--- config.mk ---
export PLATFORM = sky130hd
export DESIGN_NAME = cpu_run_controller
export DESIGN_NICKNAME = d
export VERILOG_FILES = /design/src/rtl/cpu_run_pkg.sv /design/src/rtl/cpu_run_controller_btn_sync_edge.sv /design/src/rtl/cpu_run_controller.sv
export SDC_FILE = /design/constraint.sdc
export NUM_CORES = 1
export LEC_CHECK = 0
export ABC_CLOCK_PERIOD_IN_PS = 3020
export CORE_MARGIN = 2
export CORE_UTILIZATION = 48
export CTS_CLUSTER_DIAMETER = 40
export DETAILED_ROUTE_END_ITERATION = 8
export GPL_ROUTABILITY_DRIVEN = 0
export GPL_TIMING_DRIVEN = 0
export PLACE_DENSITY = 0.88
export SYNTH_ARGS = -nofsm -noshare
export SYNTH_HDL_FRONTEND = slang
export SYNTH_SLANG_ARGS = --single-unit
--- constraint.sdc ---
create_clock -name clk_in -period 3.02 [get_ports clk_in]
set_input_delay 0.302 -clock clk_in [delete_from_list [all_inputs] [get_ports clk_in]]
set_output_delay 0.302 -clock clk_in [all_outputs]
set_load 0.02 [all_outputs]
--- src/rtl/cpu_run_pkg.sv ---
// Shared types for the CPU run controller: run states, rate_sel encodings and
// the rate_sel -> clk_in-cycles-per-pulse mapping.
package cpu_run_pkg;

  typedef enum logic [1:0] {
    ST_HALT = 2'd0,
    ST_RUN  = 2'd1,
    ST_STEP = 2'd2
  } run_state_e;

  localparam logic [1:0] RATE_FULL     = 2'd0;
  localparam logic [1:0] RATE_MID      = 2'd1;
  localparam logic [1:0] RATE_SLOW     = 2'd2;
  localparam logic [1:0] RATE_SLOW_ALT = 2'd3;

  function automatic int unsigned rate_divisor(input logic [1:0]  sel,
                                               input int unsigned div_mid,
                                               input int unsigned div_slow);
    rate_divisor = div_slow;
    case (sel)
      RATE_FULL:               rate_divisor = 1;
      RATE_MID:                rate_divisor = div_mid;
      RATE_SLOW, RATE_SLOW_ALT: rate_divisor = div_slow;
    endcase
  endfunction

endpackage

--- src/rtl/cpu_run_controller_btn_sync_edge.sv ---
// Button conditioner: 2-flop synchronizer plus one-cycle rising-edge pulse.
// A raw rise sampled at edge E makes o_rise high in the cycle ending at E+2.
module btn_sync_edge (
  input  logic clk_in,
  input  logic rst,
  input  logic i_btn,
  output logic o_rise
);

  logic [1:0] r_sync;
  logic       r_prev;
  logic [1:0] r_live;
  logic       r_arm;

  always_ff @(posedge clk_in or posedge rst) begin
    if (rst) begin
      r_sync <= '0;
      r_prev <= 1'b0;
      r_live <= '0;
      r_arm  <= 1'b0;
    end else begin
      r_sync <= {r_sync[0], i_btn};
      r_prev <= r_sync[1];
      r_live <= {r_live[0], 1'b1};
      // Arm only after a genuinely sampled low, so a button held through
      // reset release cannot look like a fresh press.
      r_arm  <= r_arm | (r_live[1] & ~r_sync[1]);
    end
  end

  assign o_rise = r_sync[1] & ~r_prev & r_arm;

endmodule

--- src/rtl/cpu_run_controller.sv ---
// CPU run/step/halt controller producing a rate-divided cpu_en strobe.
// Optional feature: define BREAKPOINT_EN to halt RUN on a pc == bp_addr match.
module cpu_run_controller
  import cpu_run_pkg::*;
#(
  parameter int unsigned DIV_MID  = 100,
  parameter int unsigned DIV_SLOW = 100_000_000
) (
  input  logic        clk_in,
  input  logic        rst,
  input  logic        btn_run,
  input  logic        btn_step,
  input  logic        btn_halt,
  input  logic [1:0]  rate_sel,
  input  logic [31:0] pc,
  input  logic [31:0] bp_addr,
  input  logic        bp_valid,
  output logic        cpu_en,
  output logic [1:0]  state,
  output logic [15:0] step_count
);

  localparam int DW = (DIV_SLOW > 1) ? $clog2(DIV_SLOW) : 1;

  run_state_e      r_state, w_state_nxt;
  logic            r_cpu_en, w_en_nxt;
  logic [15:0]     r_step_cnt;
  logic [DW-1:0]   r_div, w_div_nxt, w_div_last;
  logic [1:0]      r_rate_q;
  logic            w_run_e, w_step_e, w_halt_e, w_rate_chg;

  btn_sync_edge u_run  (.clk_in(clk_in), .rst(rst), .i_btn(btn_run),  .o_rise(w_run_e));
  btn_sync_edge u_step (.clk_in(clk_in), .rst(rst), .i_btn(btn_step), .o_rise(w_step_e));
  btn_sync_edge u_halt (.clk_in(clk_in), .rst(rst), .i_btn(btn_halt), .o_rise(w_halt_e));

  assign w_div_last = DW'(rate_divisor(rate_sel, DIV_MID, DIV_SLOW) - 1);
  assign w_rate_chg = (rate_sel != r_rate_q);

`ifdef BREAKPOINT_EN
  logic r_skip_bp, w_skip_nxt, w_bp_hit;
  assign w_bp_hit = bp_valid && (pc == bp_addr) && !r_skip_bp;
`else
  logic w_unused_bp;
  assign w_unused_bp = ^{pc, bp_addr, bp_valid};
`endif

  always_comb begin
    w_state_nxt = r_state;
    w_en_nxt    = 1'b0;
    w_div_nxt   = r_div;
`ifdef BREAKPOINT_EN
    w_skip_nxt  = r_skip_bp;
`endif
    case (r_state)
      ST_HALT: begin
        // halt beats run beats step
        if (!w_halt_e) begin
          if (w_run_e) begin
            w_state_nxt = ST_RUN;
            w_div_nxt   = '0;
`ifdef BREAKPOINT_EN
            w_skip_nxt  = 1'b1;
`endif
          end else if (w_step_e) begin
            w_state_nxt = ST_STEP;
            w_en_nxt    = 1'b1;
          end
        end
      end
      ST_RUN: begin
        if (w_halt_e) begin
          w_state_nxt = ST_HALT;
          w_div_nxt   = '0;
        end else if (w_rate_chg) begin
          w_div_nxt = '0;
        end else if (r_div == w_div_last) begin
          w_div_nxt = '0;
`ifdef BREAKPOINT_EN
          if (w_bp_hit) begin
            w_state_nxt = ST_HALT;
          end else begin
            w_en_nxt   = 1'b1;
            w_skip_nxt = 1'b0;
          end
`else
          w_en_nxt = 1'b1;
`endif
        end else begin
          w_div_nxt = r_div + DW'(1);
        end
      end
      ST_STEP: w_state_nxt = ST_HALT;
      default: w_state_nxt = ST_HALT;
    endcase
  end

  always_ff @(posedge clk_in or posedge rst) begin
    if (rst) begin
      r_state    <= ST_HALT;
      r_cpu_en   <= 1'b0;
      r_step_cnt <= '0;
      r_div      <= '0;
      r_rate_q   <= RATE_FULL;
    end else begin
      r_state  <= w_state_nxt;
      r_cpu_en <= w_en_nxt;
      r_div    <= w_div_nxt;
      r_rate_q <= rate_sel;
      if (w_en_nxt) r_step_cnt <= r_step_cnt + 16'd1;
    end
  end

`ifdef BREAKPOINT_EN
  always_ff @(posedge clk_in or posedge rst) begin
    if (rst) r_skip_bp <= 1'b0;
    else     r_skip_bp <= w_skip_nxt;
  end
`endif

  assign cpu_en     = r_cpu_en;
  assign state      = r_state;
  assign step_count = r_step_cnt;

endmodule

==> results of run 1 <==
## state kept, by name, indices dropped and copies added, names as in the netlist, 2 cells and up
register       count
r_div             27
r_rate_q           2
state              2
step_count        16
u_halt.r_live      2
u_halt.r_sync      2
u_run.r_sync       2
u_step.r_sync      2
## how the worst min path moves through the flow
stage | slack [ns] | startpoint | depth (start not counted) | endpoint
after global routing | 0.36 | u_run.r_sync[0]$_DFF_PP0_ | 0 | u_run.r_sync[1]$_DFF_PP0_
final | 0.35 | u_step.r_sync[0]$_DFF_PP0_ | 0 | u_step.r_sync[1]$_DFF_PP0_
after floorplan | 0.33 | u_halt.r_live[0]$_DFF_PP0_ | 0 | u_halt.r_live[1]$_DFF_PP0_
after global placement | 0.33 | u_halt.r_live[0]$_DFF_PP0_ | 0 | u_halt.r_live[1]$_DFF_PP0_
after detailed placement | 0.34 | u_run.r_sync[0]$_DFF_PP0_ | 0 | u_run.r_sync[1]$_DFF_PP0_
after CTS | 0.35 | u_run.r_sync[0]$_DFF_PP0_ | 0 | u_run.r_sync[1]$_DFF_PP0_
## critical path, delay by kind of cell
family                 cells  cell delay [ns]
AO/OA/AOI/OAI              2             0.78
buffers and inverters      2             0.87
AND/OR/NAND/NOR            3             0.76
## power by group
group | total [mW] | leakage, nW | internal (mW) | switching (mW)
Sequential | 0.954 | 0.747 | 0.887 | 0.0674
Clock | 0.715 | 0.102 | 0.393 | 0.322
Combinational | 0.544 | 0.682 | 0.218 | 0.326
## cell type report
type	count	area share (%)
inverters	15	1.46
multi-input cells	255	41.3
clock inverters	5	1.30
well taps	80	2.60
clock buffers	10	3.58
plain buffers	19	2.41
flip-flops and latches	62	40.3
repair buffers	26	7.02
## synth_stat cells, types with 2 or more instances
| cell | number | area, sq um |
|---|---|---|
| sky130_fd_sc_hd__and3b_1 | 2 | 17.5 |
| sky130_fd_sc_hd__dfrtp_1 | 62 | 1550 |
| sky130_fd_sc_hd__inv_1 | 15 | 56.3 |
| sky130_fd_sc_hd__and4_1 | 4 | 35.0 |
| sky130_fd_sc_hd__xor2_1 | 6 | 52.6 |
| sky130_fd_sc_hd__nand3b_1 | 2 | 15.0 |
| sky130_fd_sc_hd__nor4_1 | 18 | 113 |
| sky130_fd_sc_hd__o311ai_0 | 3 | 26.3 |
| sky130_fd_sc_hd__o22ai_1 | 2 | 12.5 |
| sky130_fd_sc_hd__a211oi_1 | 2 | 15.0 |
| sky130_fd_sc_hd__buf_4 | 2 | 15.0 |
| sky130_fd_sc_hd__xnor2_1 | 12 | 105 |
| sky130_fd_sc_hd__clkbuf_1 | 10 | 37.5 |
| sky130_fd_sc_hd__a21oi_1 | 16 | 80.1 |
| sky130_fd_sc_hd__nand2_1 | 31 | 116 |
| sky130_fd_sc_hd__o31ai_1 | 7 | 52.6 |
| sky130_fd_sc_hd__ha_1 | 2 | 25.0 |
| sky130_fd_sc_hd__nand3_1 | 32 | 160 |
| sky130_fd_sc_hd__and2_1 | 4 | 25.0 |
| sky130_fd_sc_hd__a21o_1 | 4 | 30.0 |
| sky130_fd_sc_hd__o21a_1 | 6 | 45.0 |
| sky130_fd_sc_hd__nor2_1 | 17 | 63.8 |
| sky130_fd_sc_hd__and3_1 | 2 | 12.5 |
| sky130_fd_sc_hd__o211ai_1 | 9 | 67.6 |
| sky130_fd_sc_hd__nand4_1 | 16 | 100 |
| sky130_fd_sc_hd__or4_1 | 9 | 67.6 |
| sky130_fd_sc_hd__or3_1 | 5 | 31.3 |
| sky130_fd_sc_hd__o21ai_0 | 9 | 45.0 |
| sky130_fd_sc_hd__nor3_1 | 16 | 80.1 |
| sky130_fd_sc_hd__buf_2 | 5 | 25.0 |
## routing by layer
layer | vias up | GRT usage, % | wire length (microns)
met5 | - | 0 | 0
met4 | 0 | 8.81 | 180
met3 | 21 | 4.48 | 365
met2 | 119 | 35.4 | 3780
met1 | 1417 | 28.1 | 3260
li1 | 1388 | - | -
## per-stage QoR
step	cell area (sq um)	power, mW	cells
after floorplan	3290	1.31	351
after global placement	3640	1.48	456
after detailed placement	3660	1.51	457
after CTS	3850	2.22	472
after global routing	3850	2.33	472
final	3850	2.21	472
## cells by family after synthesis
| group | after synthesis | synth area share (%) |
|---|---|---|
| AND/OR/NAND/NOR | 164 | 27.4 |
| other | 1 | 0.114 |
| multiplexers | 1 | 0.342 |
| flip-flops | 62 | 47.2 |
| XOR/XNOR | 18 | 4.79 |
| AO/OA/AOI/OAI | 69 | 14.9 |
| adder cells (fa/ha/maj) | 2 | 0.761 |
| buffers and inverters | 34 | 4.53 |
==> flow_results.org, run 1 <==
** Floorplan
- Once the floorplan was initialized, standard cells occupied between 40% and 50% of the core.
- Floorplan die height :: 86.8 microns
- Number of top-level pins :: between 90 and 100
- Core Area :: around 6700 sq um
- DIE WIDTH :: between 80 and 90 microns
- Site Rows :: 30
- The die covers 7530 sq um.

** Power and ir drop
- Worst supply voltage drop on vdd :: slightly below 300 uV
- In this run the static leakage power is 1.53 nW.
- Pwr per Cell Area :: 575 nW/um^2

** STA
- Min cycle time layout :: 2.50 ns
- The total count of max-transition violations in the final report came to 0.
- Setup repair after global routing missed its margin :: no
- The worst path uses 82.7% of the clock period.
- For the final database, setup skew stands at 0.0126 ns.
- The worst pin sits at a relative slew slack of between 40% and 50%.
- Across all hold checks on the routed design, the worst slack comes to about 0.35 ns.
- Sum of negative setup slack :: 0 ns
- Setup slack on the critical path of the routed design comes to 0.522 ns.
- Maximum frequency from static timing analysis :: around 400 MHz
- Pin slew with the least headroom to its limit :: 0.801 ns
- Setup violations remaining at the end of the flow were counted as 0.
- The hold violation total from the final report is 0.

** Setup path
- Worst setup endpoint :: r_div[7]$_DFFE_PP0P_
- Worst R2R Path Depth :: 7
- Worst setup EP type :: flop
- Across all register-to-register paths, the minimum setup slack is roughly 0.60 ns.
- The critical path starts at rate_sel[1].
- Slowest cell on crit path :: sky130_fd_sc_hd__clkdlybuf4s50_1
- For this run, the slowest stage of the critical path takes 0.64 ns.
- Data on the critical path arrives at its endpoint at between 2 and 3 ns.
- The worst setup path is launched from a primary input.
- Endpoint required time on the critical path :: 3.24 ns
- Type of the worst setup path :: in2reg
- Reg2reg end :: r_div[7]$_DFFE_PP0P_
- Along the worst path, the maximum fanout reaches 10.
- The worst register-to-register path begins at r_div[13]$_DFFE_PP0P_.
- Traced cell by cell, the critical path runs through clkdlybuf4s50_1, nand4_1, or4_1, a221o_1, a21oi_4, buf_4, nor2_1.

** Route
- DRC errors left :: 0
- Routed length per instance :: 16.1 microns
- Wires add up to 7590 microns.
- The count of nets left with antenna violations once routing finished came out at 0.
- The detailed router finished its first iteration with approximately 240 violations.
- Vias per Instance :: 6.24
- First-pass DRT Iterations :: 5
- Via count :: around 2,900

** Clock tree
- Number of cells upsized or downsized after cts :: 0
- In this run the deepest clock path goes through 2 buffers.
- TritonCTS built the clock tree.
- In this run the number of H-tree levels came out at 3.
- Cell at the root of the clock tree :: sky130_fd_sc_hd__clkbuf_8
- Number of buffers added for setup after CTS :: 0
- Hold repair after CTS inserted 0 buffers.
- Later-pin clock latency in the skew report :: 0.34 ns
- Cts bufs inserted :: 9
- Clock transition at the registers of the reported paths :: 0.06 ns
- CTS sink count :: a little over 60

** Synthesis
- Library cells used by synthesis :: between 50 and 60
- Synthesis produced a netlist with a net count of 425.
- The synthesized design contains 0 enable-type register cells.
- The mapped netlist covers 3290 sq um.
- Share of synthesized flip-flops with an asynchronous set or reset :: between 90% and 100%
- The most used flip-flop cell after synthesis is sky130_fd_sc_hd__dfrtp_1.
- The Yosys step of the flow raised 0 warnings.
- Sequential area share after synthesis :: around 47%
- Total of flip-flops plus latches after synthesis :: 62
- Cell count after synthesis :: around 350
- Post-synthesis average cell area :: between 9 and 10 sq um

** GRT
- The initial antenna violation count came to 0.
- Via count of the first global-routing pass :: around 2,800
- Entering global routing, the biggest net connects 39 pins.
- Remaining global-route overflow :: 0
- Global routing used 21.7% of the available tracks across all layers.
- First-pass GRT wire length :: 13,000 microns

** Layout
- End-of-flow core utilization :: 57.3%
- Registers take 1550 sq um.
- In the layout the commonest cells are sky130_fd_sc_hd__dfrtp_1 (62), sky130_fd_sc_hd__nand3_1 (32), sky130_fd_sc_hd__nand2_1 (31).
- The area growth from synthesis to layout is 17.0%.
- Area of the multi-input gates :: 1590 sq um
- Share of post-route cells with drive strength above 1 :: 8.42%
- Count of filler cells inserted in the layout :: 569
- Diode insertion count for antenna repair :: 0
- At the end of the flow, the number of nets in the layout was 462.
- The library cell used most frequently in the layout, excluding fill and tap cells, is sky130_fd_sc_hd__dfrtp_1.

** Status
- Result of the run :: finished, final reports clean

** Hold path
- Hold/Removal Path Class :: reg2reg

** Place
- Before CTS, the worst setup slack after placement is 0.165 ns.
- Port Buffer Count :: 25
- After legalization and detailed placement, the total HPWL measured 5280 microns.

** Run
- # Max-Cap Violations :: 0
No activity file was read; power rests on OpenSTA's default activity.
==> run 2, diff against run 1 <==
--- a/config.mk
+++ b/config.mk
@@ -5,14 +5,14 @@
 export SDC_FILE = /design/constraint.sdc
 export NUM_CORES = 1
 export LEC_CHECK = 0
-export ABC_CLOCK_PERIOD_IN_PS = 3020
+export ABC_CLOCK_PERIOD_IN_PS = 2230
 export CORE_MARGIN = 2
-export CORE_UTILIZATION = 48
+export CORE_UTILIZATION = 44
 export CTS_CLUSTER_DIAMETER = 40
 export DETAILED_ROUTE_END_ITERATION = 8
 export GPL_ROUTABILITY_DRIVEN = 0
 export GPL_TIMING_DRIVEN = 0
-export PLACE_DENSITY = 0.88
+export PLACE_DENSITY = 0.85
 export SYNTH_ARGS = -nofsm -noshare
 export SYNTH_HDL_FRONTEND = slang
 export SYNTH_SLANG_ARGS = --single-unit
==> constraint.sdc (replaced) <==
create_clock -name clk_in -period 2.23 [get_ports clk_in]
set_input_delay 0.223 -clock clk_in [delete_from_list [all_inputs] [get_ports clk_in]]
set_output_delay 0.223 -clock clk_in [all_outputs]
set_load 0.02 [all_outputs]
==> run 2 against run 1 <==
  * The flow now finishes with violations (setup timing)
  * Sequential power grew 36%
  * Critical endpoint is now r_div[17]$_DFFE_PP0P_
  * Cell count grew 7.4%
  * Setup slack got worse by 0.60 ns
  * Total power grew 48%
  * Core utilization grew 0.060 points
  * Largest power group unchanged
  * Combinational power up 54%
  * Sequential share of layout area decreased by 2.9 points
  * Sequential cell count did not move
  * Global-route usage is 1.8 points lower
  * First-iteration DRC count increased by 69%
==> flow_results.org, run 2 (synthesized netlist as in run 1, its figures left out) <==
** STA
- Setup repair after global routing could not meet its margin everywhere.
- Pin slew with the least headroom to its limit :: 0.609 ns (-0.192 ns)
- The worst slack on hold paths is 0.153 ns (-0.195 ns).
- Maximum frequency from static timing analysis :: 432 MHz
- Sum of negative setup slack :: -1.96 ns (-1.96 ns)
- Final-report setup violation count :: 31 (+31)
- Number of failing hold endpoints at the final stage :: 0 (unchanged)
- Final worst path period share :: 104%
- Min cycle time layout :: 2.31 ns
- The total count of max-transition violations in the final report came to 0 (unchanged).
- Post-Route Skew :: 0.0152 ns (+0.00256 ns)
- The relative slew slack came to 59.1% (+13 points).
- The setup slack of the critical path after layout is -0.0831 ns (-0.605 ns).

** Setup path
- Setup crit start kind :: flop
- Worst setup EP type :: flop
- The critical path starts at r_div[14]$_DFFE_PP0P_.
- In this run the critical register-to-register path is captured at r_div[17]$_DFFE_PP0P_.
- The critical path ends at r_div[17]$_DFFE_PP0P_.
- In this run the critical register-to-register path is launched from r_div[14]$_DFFE_PP0P_.
- Worst R2R Path Depth :: 7 (unchanged)
- Flop2flop setup slack :: -0.08 ns (-0.68 ns)
- Type of the worst setup path :: reg2reg
- Critical path fanouts, max :: 7 (-3)
- Endpoint required time on the critical path :: 2.46 ns (-0.78 ns)
- Arrival time reported for the critical path endpoint :: 2.55 ns (-0.17 ns)

** GRT
- Total track usage :: 19.9% (-1.8 points)
- Remaining global-route overflow :: 0 (unchanged)
- First-pass GRT wire length :: 13,300 microns (+2.4%)
- Antenna violations before repair :: 0 (unchanged)
- The via count of the first global-routing pass was 2,821 (-0.071%).
- Largest net degree at the start of global routing :: 39 (unchanged)

** Floorplan
- DIE WIDTH :: 90.5 microns (+4.2%)
- The area enclosed by the die boundary was 8180 sq um (+8.7%).
- Floorplan die height :: 90.5 microns (+4.2%)
- Core Area :: 7250 sq um (+8.0%)
- Site Rows :: 31 (+3.3%)
- Number of top-level pins :: 91 (unchanged)
- The initial core utilization came to 45.4% (-3.6 points).

** Route
- DRC errors left :: 0 (unchanged)
- The antenna violation net count after detailed routing came to 0 (unchanged).
- WL final :: 8360 microns (+10%)
- The iteration-0 DRC count of the detailed router was 407 (+69%).
- Vias per Instance :: 6.11 (-2.0%)
- The post-detailed-route wirelength per cell came to 16.5 microns (+2.6%).
- The number of vias in the routed layout came to 3,099 (+5.2%).
- First-pass DRT Iterations :: 5 (unchanged)

** Place
- The count of input and output buffers is 25 (unchanged).
- The minimum setup slack after placement was -0.513 ns (-0.678 ns).
- The final HPWL from detailed placement is 5370 microns (+1.7%).
- Instance area at placement :: 3680 sq um (+0.65%)
- Post-placement cell count :: 476 (+4.2%)

** Layout
- Commonest non-fill, non-tap cell in the layout :: sky130_fd_sc_hd__dfrtp_1
- Cell area after layout :: 4160 sq um (+8.1%)
- The count of placed standard cells in the final layout, fillers left out came to 507 (+7.4%).
- Net count, final :: 477 (+3.2%)
- Number of flip-flops under the largest register name :: 27 (unchanged)
- Top library cells by usage in the layout, fill and taps aside :: sky130_fd_sc_hd__dfrtp_1 (58), sky130_fd_sc_hd__nand3_1 (32), sky130_fd_sc_hd__nand2_1 (31)
- Diode insertion count for antenna repair :: 0 (unchanged)
- The layout cell share with drive strength beyond 1 came to 16.4% (+8.0 points).
- Register with the most flip-flops :: r_div
- The post-route core utilization is 57.3% (+0.060 points).
- Area growth syn-to-layout :: 26.4%

** Clock tree
- The latest clock arrival within the worst-skew pair came to 0.36 ns (+0.02 ns).
- Clock transition at the registers of the reported paths :: 0.07 ns (about the same)
- The level count of the clock H-tree came to 3 (unchanged).
- In this run the clock root is driven by a sky130_fd_sc_hd__clkbuf_8.
- The number of CTS-inserted buffers came to 9 (unchanged).
- The number of hold buffers added after cts is 0 (unchanged).
- The number of clock sinks seen by CTS was 62 (unchanged).
- Maximum buffer depth of the clock tree :: 2 (unchanged)
- CTS tree :: yes

** Power and ir drop
- Worst supply voltage drop on vdd :: 349 uV (+18%)
- The leakage power of the design is 1.66 nW (+8.6%).
- The total power was 3.28 mW (+48%).
- Pwr per Cell Area :: 790 nW/um^2 (+37%)

** Hold path
- Hold Crit Depth :: 1 (+1)
- Hold/Removal Path Class :: in2reg

** Run
- The max-capacitance violation count came to 0 (unchanged).

** Status
- The flow ran to the end, but the final reports show violations.
- The final reports fail on setup timing.
-- run 2: cell count changes in the layout (fill, tap and decap cells not counted), moves of 3 or more --
cell,previous run,this run
sky130_fd_sc_hd__buf_8,0,3
sky130_fd_sc_hd__buf_6,1,6
sky130_fd_sc_hd__a21oi_1,16,10
sky130_fd_sc_hd__a21oi_2,1,7
sky130_fd_sc_hd__dfrtp_1,62,58
sky130_fd_sc_hd__clkinv_2,4,0
sky130_fd_sc_hd__buf_4,2,10
sky130_fd_sc_hd__inv_6,0,3
sky130_fd_sc_hd__dfrtp_2,0,4
-- run 2: layer usage --
metal  track usage, %  vias to the layer above  part of all wire (%)
li1                 -                     1423                     -
met1             26.1                     1484                    41
met2             30.7                      162                    48
met3             4.67                       30                   8.3
met4             10.5                        0                   2.7
met5                0                        -                     0
-- run 2: how the worst min path moves through the flow --
stage	to	slack, ns	from
floorplan	r_rate_q[0]$_DFF_PP0_	0.25	rate_sel[0]
global placement	u_halt.r_live[1]$_DFF_PP0_	0.33	u_halt.r_live[0]$_DFF_PP0_
detailed placement	u_halt.r_live[1]$_DFF_PP0_	0.34	u_halt.r_live[0]$_DFF_PP0_
CTS	u_halt.r_sync[0]$_DFF_PP0_	0.24	rst
global route	r_rate_q[1]$_DFF_PP0_	0.16	rate_sel[1]
finish	r_rate_q[1]$_DFF_PP0_	0.15	rate_sel[1]
-- run 2: where the power goes --
part | total [mW] | switching [mW] | internal, mW
sequential | 1.30 | 0.0976 | 1.20
clock | 1.15 | 0.505 | 0.644
combinational | 0.837 | 0.479 | 0.359
-- run 2: area by class of cell --
class | instances | area (sq um)
sequential | 62 | 1560
clock inverter | 7 | 104
buffer | 19 | 129
inverter | 15 | 56.3
multi-input combinational | 255 | 1650
clock buffer | 9 | 124
tap | 99 | 124
fill | 598 | 3100
timing repair buffer | 41 | 410
-- run 2: critical path: stages (launching register included) --
cell	delay, ns
sky130_fd_sc_hd__dfrtp_2	0.44
sky130_fd_sc_hd__nand4_1	0.17
sky130_fd_sc_hd__or4_4	0.60
sky130_fd_sc_hd__a221o_2	0.48
sky130_fd_sc_hd__a21oi_4	0.20
sky130_fd_sc_hd__buf_12	0.15
sky130_fd_sc_hd__buf_8	0.12
sky130_fd_sc_hd__a21oi_2	0.03
-- run 2: what timing repair did --
action                                  CTS  global route
cloned                                    0             3
pin swaps                                 3             9
endpoints found under the setup margin   35            40
gates resized for setup                   3            39
buffers inserted                          4             8
